File: src/rtl/alu_pkg.sv
// Shared definitions for the ALU issue controller: widths, opcodes,
// instruction field positions and the controller state encoding.
package alu_pkg;

  localparam int DATA_W  = 16;
  localparam int NREGS   = 8;
  localparam int IMM_W   = 6;
  localparam int INSTR_W = 16;
  localparam int REG_AW  = 3;

  localparam logic [2:0] OP_ADD = 3'b000;
  localparam logic [2:0] OP_SUB = 3'b001;
  localparam logic [2:0] OP_MUL = 3'b010;
  localparam logic [2:0] OP_DIV = 3'b011;
  localparam logic [2:0] OP_SHL = 3'b100;
  localparam logic [2:0] OP_SHR = 3'b101;
  localparam logic [2:0] OP_LI  = 3'b110;
  localparam logic [2:0] OP_ILL = 3'b111;

  localparam int OP_MSB   = 15;
  localparam int OP_LSB   = 13;
  localparam int IMMF_BIT = 12;
  localparam int RD_MSB   = 11;
  localparam int RD_LSB   = 9;
  localparam int RS1_MSB  = 8;
  localparam int RS1_LSB  = 6;
  localparam int RS2_MSB  = 5;
  localparam int RS2_LSB  = 3;
  localparam int IMM_MSB  = IMM_W - 1;
  localparam int LI_MSB   = 8;

  typedef enum logic [1:0] {
    S_IDLE,
    S_DECODE,
    S_EXEC,
    S_WB
  } state_e;

endpackage

File: src/rtl/alu_regfile.sv
// Architectural register file: two operand read ports, a debug read port and
// one synchronous write port. Register 0 is hardwired to zero.
module alu_regfile
  import alu_pkg::*;
(
  input  logic              clk,
  input  logic              rst_n,
  input  logic [REG_AW-1:0] rd_addr1,
  input  logic [REG_AW-1:0] rd_addr2,
  input  logic [REG_AW-1:0] dbg_addr,
  output logic [DATA_W-1:0] rd_data1,
  output logic [DATA_W-1:0] rd_data2,
  output logic [DATA_W-1:0] dbg_data,
  input  logic              we,
  input  logic [REG_AW-1:0] wr_addr,
  input  logic [DATA_W-1:0] wr_data
);

  logic [DATA_W-1:0] regs_q [NREGS];
  logic [DATA_W-1:0] regs_d [NREGS];

  always_comb begin
    regs_d = regs_q;
    if (we && (wr_addr != '0)) begin
      regs_d[wr_addr] = wr_data;
    end
  end

  always_ff @(posedge clk) begin
    if (!rst_n) begin
      for (int i = 0; i < NREGS; i++) begin
        regs_q[i] <= '0;
      end
    end else begin
      regs_q <= regs_d;
    end
  end

  assign rd_data1 = (rd_addr1 == '0) ? '0 : regs_q[rd_addr1];
  assign rd_data2 = (rd_addr2 == '0) ? '0 : regs_q[rd_addr2];
  assign dbg_data = (dbg_addr == '0) ? '0 : regs_q[dbg_addr];

endmodule

File: src/rtl/alu_issue_ctrl.sv
// Issue controller for the external 16-bit ALU: accepts one instruction at a
// time, drives registered ALU operands, and writes the result back.
module alu_issue_ctrl
  import alu_pkg::*;
(
  input  logic               clk,
  input  logic               rst_n,
  input  logic [INSTR_W-1:0] instr,
  input  logic               instr_valid,
  output logic               instr_ready,
  output logic [DATA_W-1:0]  alu_in1,
  output logic [DATA_W-1:0]  alu_in2,
  output logic [DATA_W-1:0]  alu_imm,
  output logic [2:0]         alu_op,
  output logic               alu_imm_calc,
  input  logic [DATA_W-1:0]  alu_z,
  output logic               done,
  output logic               err,
  output logic [DATA_W-1:0]  result,
  input  logic [REG_AW-1:0]  dbg_addr,
  output logic [DATA_W-1:0]  dbg_data
);

  state_e             state_q, state_d;
  logic [INSTR_W-1:0] instr_q, instr_d;
  logic               ready_q, ready_d;
  logic [2:0]         alu_op_q, alu_op_d;
  logic               imm_calc_q, imm_calc_d;
  logic [DATA_W-1:0]  in1_q, in1_d;
  logic [DATA_W-1:0]  in2_q, in2_d;
  logic [DATA_W-1:0]  imm_q, imm_d;
  logic [DATA_W-1:0]  wb_val_q, wb_val_d;
  logic               wb_we_q, wb_we_d;
  logic               done_q, done_d;
  logic               err_q, err_d;
  logic [DATA_W-1:0]  result_q, result_d;

  logic [2:0]        op;
  logic [REG_AW-1:0] rd, rs1, rs2;
  logic [DATA_W-1:0] rs1_data, rs2_data, op2_eff;
  logic [DATA_W-1:0] exec_val;
  logic              exec_fault;

  assign op      = instr_q[OP_MSB:OP_LSB];
  assign rd      = instr_q[RD_MSB:RD_LSB];
  assign rs1     = instr_q[RS1_MSB:RS1_LSB];
  assign rs2     = instr_q[RS2_MSB:RS2_LSB];
  assign op2_eff = imm_calc_q ? imm_q : in2_q;

  alu_regfile u_regfile (
    .clk      (clk),
    .rst_n    (rst_n),
    .rd_addr1 (rs1),
    .rd_addr2 (rs2),
    .dbg_addr (dbg_addr),
    .rd_data1 (rs1_data),
    .rd_data2 (rs2_data),
    .dbg_data (dbg_data),
    .we       (wb_we_q),
    .wr_addr  (rd),
    .wr_data  (wb_val_q)
  );

  // LI bypasses the ALU; illegal ops and divide-by-zero retire as faults.
  always_comb begin
    exec_val   = alu_z;
    exec_fault = 1'b0;
    case (op)
      OP_LI:   exec_val   = DATA_W'(instr_q[LI_MSB:0]);
      OP_ILL:  exec_fault = 1'b1;
      OP_DIV:  exec_fault = (op2_eff == '0);
      default: exec_val   = alu_z;
    endcase
  end

  always_comb begin
    state_d    = state_q;
    instr_d    = instr_q;
    ready_d    = ready_q;
    alu_op_d   = alu_op_q;
    imm_calc_d = imm_calc_q;
    in1_d      = in1_q;
    in2_d      = in2_q;
    imm_d      = imm_q;
    wb_val_d   = wb_val_q;
    wb_we_d    = 1'b0;
    done_d     = 1'b0;
    err_d      = 1'b0;
    result_d   = result_q;
    case (state_q)
      S_IDLE: begin
        if (instr_valid) begin
          instr_d = instr;
          ready_d = 1'b0;
          state_d = S_DECODE;
        end
      end
      S_DECODE: begin
        alu_op_d   = (op <= OP_SHR) ? op : OP_ADD;
        imm_calc_d = instr_q[IMMF_BIT];
        in1_d      = rs1_data;
        in2_d      = rs2_data;
        imm_d      = DATA_W'(instr_q[IMM_MSB:0]);
        state_d    = S_EXEC;
      end
      S_EXEC: begin
        wb_val_d = exec_val;
        wb_we_d  = !exec_fault;
        done_d   = 1'b1;
        err_d    = exec_fault;
        if (!exec_fault) begin
          result_d = exec_val;
        end
        state_d = S_WB;
      end
      default: begin
        ready_d = 1'b1;
        state_d = S_IDLE;
      end
    endcase
  end

  always_ff @(posedge clk) begin
    if (!rst_n) begin
      state_q    <= S_IDLE;
      instr_q    <= '0;
      ready_q    <= 1'b1;
      alu_op_q   <= OP_ADD;
      imm_calc_q <= 1'b0;
      in1_q      <= '0;
      in2_q      <= '0;
      imm_q      <= '0;
      wb_val_q   <= '0;
      wb_we_q    <= 1'b0;
      done_q     <= 1'b0;
      err_q      <= 1'b0;
      result_q   <= '0;
    end else begin
      state_q    <= state_d;
      instr_q    <= instr_d;
      ready_q    <= ready_d;
      alu_op_q   <= alu_op_d;
      imm_calc_q <= imm_calc_d;
      in1_q      <= in1_d;
      in2_q      <= in2_d;
      imm_q      <= imm_d;
      wb_val_q   <= wb_val_d;
      wb_we_q    <= wb_we_d;
      done_q     <= done_d;
      err_q      <= err_d;
      result_q   <= result_d;
    end
  end

  assign instr_ready  = ready_q;
  assign alu_op       = alu_op_q;
  assign alu_imm_calc = imm_calc_q;
  assign alu_in1      = in1_q;
  assign alu_in2      = in2_q;
  assign alu_imm      = imm_q;
  assign done         = done_q;
  assign err          = err_q;
  assign result       = result_q;

endmodule

File: config.mk
export PLATFORM = sky130hd
export DESIGN_NAME = alu_issue_ctrl
export DESIGN_NICKNAME = d
export VERILOG_FILES = /design/src/rtl/alu_pkg.sv /design/src/rtl/alu_regfile.sv /design/src/rtl/alu_issue_ctrl.sv
export SDC_FILE = /design/constraint.sdc
export NUM_CORES = 1
export LEC_CHECK = 0
export ABC_AREA = 1
export CAP_MARGIN = 25
export CORE_MARGIN = 2
export CORE_UTILIZATION = 40
export DETAILED_ROUTE_END_ITERATION = 10
export GPL_TIMING_DRIVEN = 0
export PLACE_DENSITY = 0.64
export SLEW_MARGIN = 20
export SYNTH_ARGS = -nofsm -noshare
export SYNTH_HDL_FRONTEND = slang
export SYNTH_SLANG_ARGS = --single-unit
File: constraint.sdc
create_clock -name clk -period 1.75 [get_ports clk]
set_clock_uncertainty 0.1 [all_clocks]
set_input_delay 0.35 -clock clk [delete_from_list [all_inputs] [get_ports clk]]
set_output_delay 0.35 -clock clk [all_outputs]
set_load 0.01 [all_outputs]
==> impl_metrics.toml, run 1 <==
[outcome]
status = "finished with violations"
violations = "negative setup slack"

[placed_design]
gp_congestion = 1.07
pre_cts_slack_ps = -1620
dp_hpwl_um = 39400
dp_cells = 1999
port_buffers = 111

[worst_setup_path]
critPathMaxStageDelay_ps = 330
reg2reg_setup_slack_ps = -10
critPathSlowestCell = "dfxtp_2"
cp_max_fo = 3
cp-end-kind = "output port"
cp-start-kind = "flip-flop"
critPathKind = "reg -> out"
arrival_ps = 1770
required_ps = 1300
crit_chain = "inv_2 > a21oi_2 > o21ai_2 > nand3_2 > nand2_1 > a31oi_1 > buf_2"

[power]
max-vdd-ir-drop_mv = 0.994
p_leak_nw = 5.85
powerDensity_mw_per_mm2 = 1430

[clock_tree]
htreeDepth = 1
cts_tree = "built"
clk_pin_slew_ps = 60
clk_path_buf_depth = 3
numCtsBuffers = 27
hold_buffers = 0
root_buffer = "clkbuf_16"
numClockSinks = 224
clk_latency_ps = 570

[timing]
tightest_slew_ps = 885
fin_setup_tns_ps = -6210
setup-violations-final = 19
worst_slack_ps = -475
slew_headroom = 0.410
period_minus_slack_ps = 2220
grt_setup_unrepaired = "yes"
hold_viol = 0
slew_viol_final = 0
fin_crit_sh = 1.27
hold_ws_ps = 230
max_freq_mhz = 450

[layout]
nFillCells = 2730
final_nets = 1761
drive_above_1_share = 0.234
final_cell_count_no_fill = 2082
area_growth_pct = 31.2

[detailed_routing]
drc = 0
drt_wl_total_um = 53000
drtAntennaViolNets = 0
first_pass_iters = 5
drtIter0Drc = 1518
avgRoutedWirePerCell_um = 25.4
via_count = 12363
via_per_inst = 5.94

[global_routing]
grt_pass1_vias = 11384
grt_overflow = 0
grt_max_degree = 15
grt_pass1_wl_um = 75500
antenna_found_initial = 0
grtUsageTotal = 0.364

[hold_path]
hold_path_class = "in -> reg"

[floorplanning]
die_y_um = 169
io_pins = 125
coreArea_mm2 = 0.0268
fp.dieW_um = 169
std_cell_rows = 60
start_util = 0.405
die_area_mm2 = 0.0285

[yosys]
synth-xor-area-share = 0
synth_top_area_share = 0.413
synth_area_leader_cell = "dfxtp_1"
synth_top_family_by_area = "compound AO/OA/AOI/OAI gates"
ys_types = 34
ys_seq_area_frac = 0.413
netlist_area_mm2 = 0.0109
yosys.area_share.simple = 0.149
yosys-top-cells-area = "dfxtp_1, o21ai_0, a21oi_1, nand2_1, nor2_1"
synth_fa_ha_area_frac = 0.00461
synth-compound-area-share = 0.326
syn_inst = 1538
muxShareOfSynthArea = 0
ys_ff_latch = 224
synth.avg_cell_area_um2 = 7.06
yosys_warnings = 0

[job]
drv_cap = 0
[per-stage QoR]
stage	total power [mW]	area, um2	utilization
5_1_grt	21.0	14300	0.532
3_5_place_dp	13.4	12400	0.464
3_3_place_gp	13.4	12400	0.464
2_1_floorplan	10.1	10900	-
4_1_cts	19.9	13900	0.519
6_report	20.4	14300	0.532
[report_power, final]
group | switching (mW) | total (mW) | internal [mW]
Clock | 2.40 | 6.50 | 4.10
Combinational | 4.49 | 6.84 | 2.34
Sequential | 1.09 | 7.04 | 5.95
[synth_stat cells]
library cell / number
nor3_1: 3
nor2_4: 8
o22ai_1: 7
buf_6: 4
a22oi_1: 2
buf_2: 47
o211ai_2: 5
a21oi_2: 5
nand3_1: 46
clkbuf_1: 52
a31oi_1: 16
nor2_2: 1
conb_1: 1
a41oi_2: 3
ha_1: 4
nand2_1: 181
a41oi_1: 6
or2_2: 5
nand2_2: 3
a221oi_1: 4
a211oi_1: 7
a21oi_1: 262
o21ai_0: 273
inv_1: 134
dfxtp_1: 224
nor3_4: 1
o21ai_1: 23
o211ai_1: 29
buf_4: 17
inv_2: 13
buf_1: 4
o221ai_1: 9
or2_1: 2
nor2_1: 137
[final timing paths]
path / startpoint / end / depth (start not counted)
worst max-delay path: u_regfile.regs_q[37]$_SDFFE_PN0P_ / dbg_data[5] / 7
worst min-delay path: rst_n / alu_in2[0]$_SDFFE_PN0N_ / 4
worst max register to register: instr_q[4]$_SDFFE_PN0P_ / alu_in2[14]$_SDFFE_PN0N_ / 5
worst min register to register: u_regfile.regs_q[126]$_SDFFE_PN0P_ / u_regfile.regs_q[126]$_SDFFE_PN0P_ / 2
[worst max-delay path, delay by kind of cell (launching register included)]
kind | cells | cell delay, ps
and+or+nand+nor | 2 | 220
buffers and inverters | 2 | 220
DFF | 1 | 330
AOI/OAI and AO/OA | 3 | 430
[area by class of cell]
type                    count  area [um2]  area share
diodes                      1        2.50    0.000176
well taps                 341         427      0.0299
clock buffers              37         803      0.0563
plain buffers             124         763      0.0535
clock inverters            13         234      0.0164
flip-flops and latches    224        4540       0.319
multi-input cells        1052        5680       0.398
inverters                 147         571      0.0400
repair buffers            143        1240      0.0869
[layout by cell type, fill, tap and decap left out, drive strengths merged, types with 34 or more instances in the layout]
cell type,count
buf,116
inv,147
a21oi,267
nor2,146
nand3,46
o21ai,296
o211ai,34
clkbuf,94
nand2,184
dfxtp,224
dlygate4sd2,61
[routing by layer]
metal  wire (um)  track usage
met5           0            0
met4        3730        0.217
met3        5090       0.0594
met2       22400        0.553
met1       21700        0.487
[repair_timing]
item | 4_1_cts | 5_1_grt
setup buffers | 24 | 7
pin swaps | 37 | 38
setup endpoints to repair | 136 | 90
gates resized for setup | 339 | 89
gates cloned | 0 | 1
[state kept, by name (all words and copies together), names as in the netlist]
signal and count:
alu_in1 16, alu_in2 16, alu_imm_calc 1, alu_op 3, wb_val_q 16, err 1, done 1, result 16
u_regfile.regs_q 128, alu_imm 6, instr_q 16, wb_we_q 1, state_q 2, instr_ready 1
[kinds of logic (layout without fill, tap and decap cells)]
logic type      Yosys count  count (layout)
buf+inv                 271             464
compound gates          651             651
fa+ha+maj                 4               4
simple gates            387             387
flops                   224             224
other cells               1              11
Note: power is estimated with default switching activity, not from simulation.
==> inputs of run 2 (changes only) <==
--- a/config.mk
+++ b/config.mk
@@ -9,9 +9,11 @@
 export CAP_MARGIN = 25
 export CORE_MARGIN = 2
 export CORE_UTILIZATION = 40
+export CTS_CLUSTER_SIZE = 40
 export DETAILED_ROUTE_END_ITERATION = 10
 export GPL_TIMING_DRIVEN = 0
 export PLACE_DENSITY = 0.64
+export SKIP_CTS_REPAIR_TIMING = 1
 export SLEW_MARGIN = 20
 export SYNTH_ARGS = -nofsm -noshare
 export SYNTH_HDL_FRONTEND = slang
==> run 2 against run 1 <==
The flow still finishes with violations (negative setup slack). Setup slack improved by 14 ps. First-iteration DRC count is 12% lower. Die area is the same. Non-clock buffer count down 3. Total power fell by 1.6%. Global-route usage decreased by 0.47 points. Final area grew 1.4%. Via count increased by 0.24%. Fmax is 0.61% higher. Critical path depth stayed put. Critical path type unchanged.
==> impl_metrics.toml, run 2 (synthesized netlist as in run 1, its figures left out) <==
[global_routing]
antenna_found_initial = 1
grt_util_met1 = 0.482
use_met2 = 0.544
met3_usage = 0.0690
grt_pass1_wl_um = 74100
grt_pass1_vias = 11111
grt_max_degree = 15
grtUsageTotal = 0.359
busiest_layer = "met2"
grt_overflow = 0

[timing]
setup-violations-final = 18
fin_crit_sh = 1.26
fin_setup_tns_ps = -6350
slew_headroom = 0.371
tightest_slew_ps = 943
max_freq_mhz = 452
hold_viol = 0
slew_viol_final = 0
grt_setup_unrepaired = "yes"
period_minus_slack_ps = 2210
worst_slack_ps = -461

[worst_setup_path]
required_ps = 1300
cp-end-kind = "output port"
path_buf_inv = 2
cp_max_fo = 3
cp.depth = 7
arrival_ps = 1760
critPathKind = "reg -> out"
cp-start-kind = "flip-flop"
r2r.worst_path.cells = 6
crit_chain = "inv_4 > a21oi_2 > o21ai_2 > nand3_2 > nand2_1 > a31oi_1 > buf_2"
critPathMaxStageDelay_ps = 340
cp_top_family = "compound AO/OA/AOI/OAI gates"
critPathSlowestCell = "dfxtp_2"

[layout]
drive_above_1_share = 0.231
utilization = 0.539
largest_reg_flops = 128
final_area_mm2 = 0.0145
most-common-layout-cells = "o21ai_0, a21oi_1, dfxtp_1"
area_growth_pct = 33.0
final_nets = 1758
final_common_cell = "o21ai_0"
largest-register = "u_regfile.regs_q"

[power]
max-vdd-ir-drop_mv = 0.912
p_leak_nw = 6.56
p_total_mw = 20.1
powerDensity_mw_per_mm2 = 1390

[clock_tree]
numClockSinks = 224
htreeDepth = 1
clk_pin_slew_ps = 70
clk_path_buf_depth = 3
clk_latency_ps = 570
numCtsBuffers = 27
cts_tree = "built"
root_buffer = "clkbuf_16"

[detailed_routing]
drt_wl_total_um = 53100
drtIter0Drc = 1335
via_count = 12393
drc = 0
via_per_inst = 5.97
drtAntennaViolNets = 0
avgRoutedWirePerCell_um = 25.6
first_pass_iters = 6

[floorplanning]
io_pins = 125
die_y_um = 169
fp.dieW_um = 169
start_util = 0.405
std_cell_rows = 60
die_area_mm2 = 0.0285
coreArea_mm2 = 0.0268

[placed_design]
dpl_cell_area_mm2 = 0.0124
gp_congestion = 1.07
port_buffers = 111
pre_cts_slack_ps = -1620
dp_hpwl_um = 39400

[hold_path]
hold_path_depth = 4
hold_path_class = "in -> reg"

[outcome]
status = "finished with violations"
violations = "negative setup slack"

[job]
drv_cap = 0
run 2: per-stage QoR:
| step | std cells | hold slack, ps |
|---|---|---|
| global placement | 1999 | 314 |
| floorplan | 1547 | 304 |
| finish | 2076 | 228 |
| CTS | 2046 | 209 |
| global route | 2075 | 268 |
| detailed placement | 1999 | 318 |
run 2: tightest hold or removal path, cell delays in order:
cell and delay [ps]:
buf_2 150, buf_2 210, o21ai_0 100, a41oi_1 50
run 2: report_power, final:
part           leakage [nW]  switching (mW)  internal (mW)  total (mW)
logic                  4.26            4.51           2.56        7.07
clock network         0.466            2.35           3.59        5.94
registers              1.84            1.10           5.96        7.05
run 2: cell type report:
class                   instances  area [um2]
fillers                      2665       12300
multi-input cells            1052        5760
flip-flops and latches        224        4540
repair buffers                140        1440
clock buffers                  41         838
plain buffers                 124         771
inverters                     147         576
well taps                     341         427
clock inverters                 6         103
diodes                          1        2.50
run 2: final timing paths:
kind / endpoint / slack [ps] / start
max reg2reg: alu_in1[4]$_SDFFE_PN0N_ / -30 / instr_q[6]$_SDFFE_PN0P_
min: alu_in2[6]$_SDFFE_PN0N_ / 230 / rst_n
min reg2reg: u_regfile.regs_q[126]$_SDFFE_PN0P_ / 330 / u_regfile.regs_q[126]$_SDFFE_PN0P_
max: dbg_data[0] / -460 / u_regfile.regs_q[16]$_SDFFE_PN0P_
run 2: layer usage:
layer  part of all wire  vias to the layer above
li1                   -                     5594
met5                  0                        -
met2               0.42                      764
met3               0.10                      200
met4              0.074                        0
met1               0.41                     5835
==> inputs of run 3 (changes only) <==
--- a/config.mk
+++ b/config.mk
@@ -11,10 +11,8 @@
 export CORE_UTILIZATION = 40
 export CTS_CLUSTER_SIZE = 40
 export DETAILED_ROUTE_END_ITERATION = 10
-export GPL_TIMING_DRIVEN = 0
 export PLACE_DENSITY = 0.64
 export SKIP_CTS_REPAIR_TIMING = 1
-export SLEW_MARGIN = 20
 export SYNTH_ARGS = -nofsm -noshare
 export SYNTH_HDL_FRONTEND = slang
 export SYNTH_SLANG_ARGS = --single-unit
==> run 3 against run 2 <==
Cell count up 3.9%. Clock power down 11%. Final area up 3.3%. Core utilization up 1.8 points. The flow still finishes with violations (negative setup slack). Via count down 2.3%. Die area unchanged.
==> impl_metrics.toml, run 3 (synthesized netlist as in run 1, its figures left out) <==
[placed_design]
dpl_cell_area_mm2 = 0.0138
gp_congestion = 1.01
dp_hpwl_um = 34000
dp_cells = 2111
port_buffers = 114

[layout]
most-common-layout-cells = "o21ai_0, a21oi_1, buf_4"
utilization = 0.557
final_cell_count_no_fill = 2158
multi_input_area_mm2 = 0.00538
largest-register = "u_regfile.regs_q"
n_antenna_cell = 0
drive_above_1_share = 0.232
register_area_mm2 = 0.00452
final_common_cell = "o21ai_0"
nFillCells = 2650
area_growth_pct = 37.4
final_nets = 1842
final_area_mm2 = 0.0149
largest_reg_flops = 128

[detailed_routing]
drt_wl_total_um = 46200
via_per_inst = 5.61
avgRoutedWirePerCell_um = 21.4
drtAntennaViolNets = 0
drtIter0Drc = 1283
via_count = 12104
drc = 0
first_pass_iters = 6

[global_routing]
grt_max_degree = 47
grt_pass1_vias = 11206
grt_overflow = 0
grtUsageTotal = 0.317
antenna_found_initial = 2
grt_pass1_wl_um = 68500

[power]
clkPwrFrac = 0.278
p_leak_nw = 7.04
combPwrFrac = 0.363
p_sw_frac = 0.382
power_switching_mw = 7.25
powerDensity_mw_per_mm2 = 1270
max-vdd-ir-drop_mv = 0.878
seqPwrFrac = 0.360
internal_power_mw = 11.7
p_total_mw = 19.0

[worst_setup_path]
cp-end-kind = "output port"
critPathSlowestCell = "dfxtp_1"
required_ps = 1300
critPathKind = "reg -> out"
critPathMaxStageDelay_ps = 320
cp_top_family = "compound AO/OA/AOI/OAI gates"
cp_max_fo = 2
crit_chain = "inv_2 > a21oi_1 > o21ai_0 > nand3_1 > nand2_1 > a31oi_1 > buf_2"
cp-start-kind = "flip-flop"
arrival_ps = 1670
path_buf_inv = 2

[job]
drv_cap = 0

[timing]
grt_setup_unrepaired = "yes"
period_minus_slack_ps = 2120
hold_viol = 0
hold_ws_ps = 38.2
slew_viol_final = 0
worst_slack_ps = -370
fin_crit_sh = 1.21
tightest_slew_ps = 645
setup-violations-final = 16
slew_headroom = 0.570
max_freq_mhz = 472

[floorplanning]
die_area_mm2 = 0.0285
io_pins = 125
coreArea_mm2 = 0.0268
start_util = 0.405
fp.dieW_um = 169
die_y_um = 169
std_cell_rows = 60

[outcome]
status = "finished with violations"
violations = "negative setup slack"

[clock_tree]
cts_tree = "built"
numClockSinks = 224
clk_pin_slew_ps = 60
clk_latency_ps = 560
root_buffer = "clkbuf_16"
clk_path_buf_depth = 3
numCtsBuffers = 26
htreeDepth = 1

[hold_path]
hold_path_class = "in -> reg"
run 3: cell types whose count changed in the layout (fill, tap and decap cells not counted), moves of 13 or more:
cell / previous run / this run
o21ai_2: 28 / 0
nand3_1: 33 / 46
o21ai_0: 227 / 249
a21oi_2: 44 / 21
buf_12: 2 / 18
clkbuf_1: 31 / 6
buf_2: 43 / 17
buf_4: 46 / 214
a21oi_1: 223 / 246
clkbuf_2: 21 / 0
clkbuf_4: 14 / 0
run 3: stage by stage:
step | setup WS [ps] | TNS, ps
3_3_place_gp | -938 | -13980
3_5_place_dp | -916 | -13990
5_1_grt | -437 | -6240
4_1_cts | -930 | -24260
6_report | -370 | -4740
2_1_floorplan | 59.9 | 0
run 3: layout make-up:
cell class | count | share of cell area
multi-input cells | 1052 | 0.360
flip-flops and latches | 224 | 0.303
repair buffers | 349 | 0.215
clock buffers | 37 | 0.0497
inverters | 147 | 0.0381
well taps | 341 | 0.0286
clock inverters | 8 | 0.00486
run 3: power by group through the flow:
stage | combinational, mW | clock [mW] | sequential [mW]
final | 6.88 | 5.27 | 6.82
after global routing | 7.43 | 5.52 | 6.89
after CTS | 6.81 | 5.30 | 6.78
after detailed placement | 6.77 | 0 | 6.87
after global placement | 6.71 | 0 | 6.87
after floorplan | 3.33 | 0 | 6.77
run 3: worst register-to-register path, stage by stage (launching register included):
cell and delay (ps):
dfxtp_1 320, inv_2 70, ha_4 150, inv_2 70, nor2_4 140, clkinvlp_4 240, buf_6 200, o221ai_1 130
nand2_1 80, a21oi_1 140
run 3: path summary, 6_finish.rpt:
kind / startpoint / to / slack, ps / cells after the start
min: rst_n / result[10]$_SDFFE_PN0P_ / 40 / 3
min reg2reg: u_regfile.regs_q[122]$_SDFFE_PN0P_ / u_regfile.regs_q[122]$_SDFFE_PN0P_ / 320 / 2
max: u_regfile.regs_q[16]$_SDFFE_PN0P_ / dbg_data[0] / -370 / 7
max reg2reg: state_q[1]$_SDFFE_PN0N_ / alu_in2[10]$_SDFFE_PN0N_ / 20 / 9
run 3: per-layer routing:
layer / vias to the layer above / GRT usage / wire length [um]
li1: 5741 / - / -
met1: 5603 / 0.439 / 19500
met2: 636 / 0.478 / 19700
met3: 120 / 0.0669 / 4760
met4: 4 / 0.133 / 2100
met5: - / 0 / 26
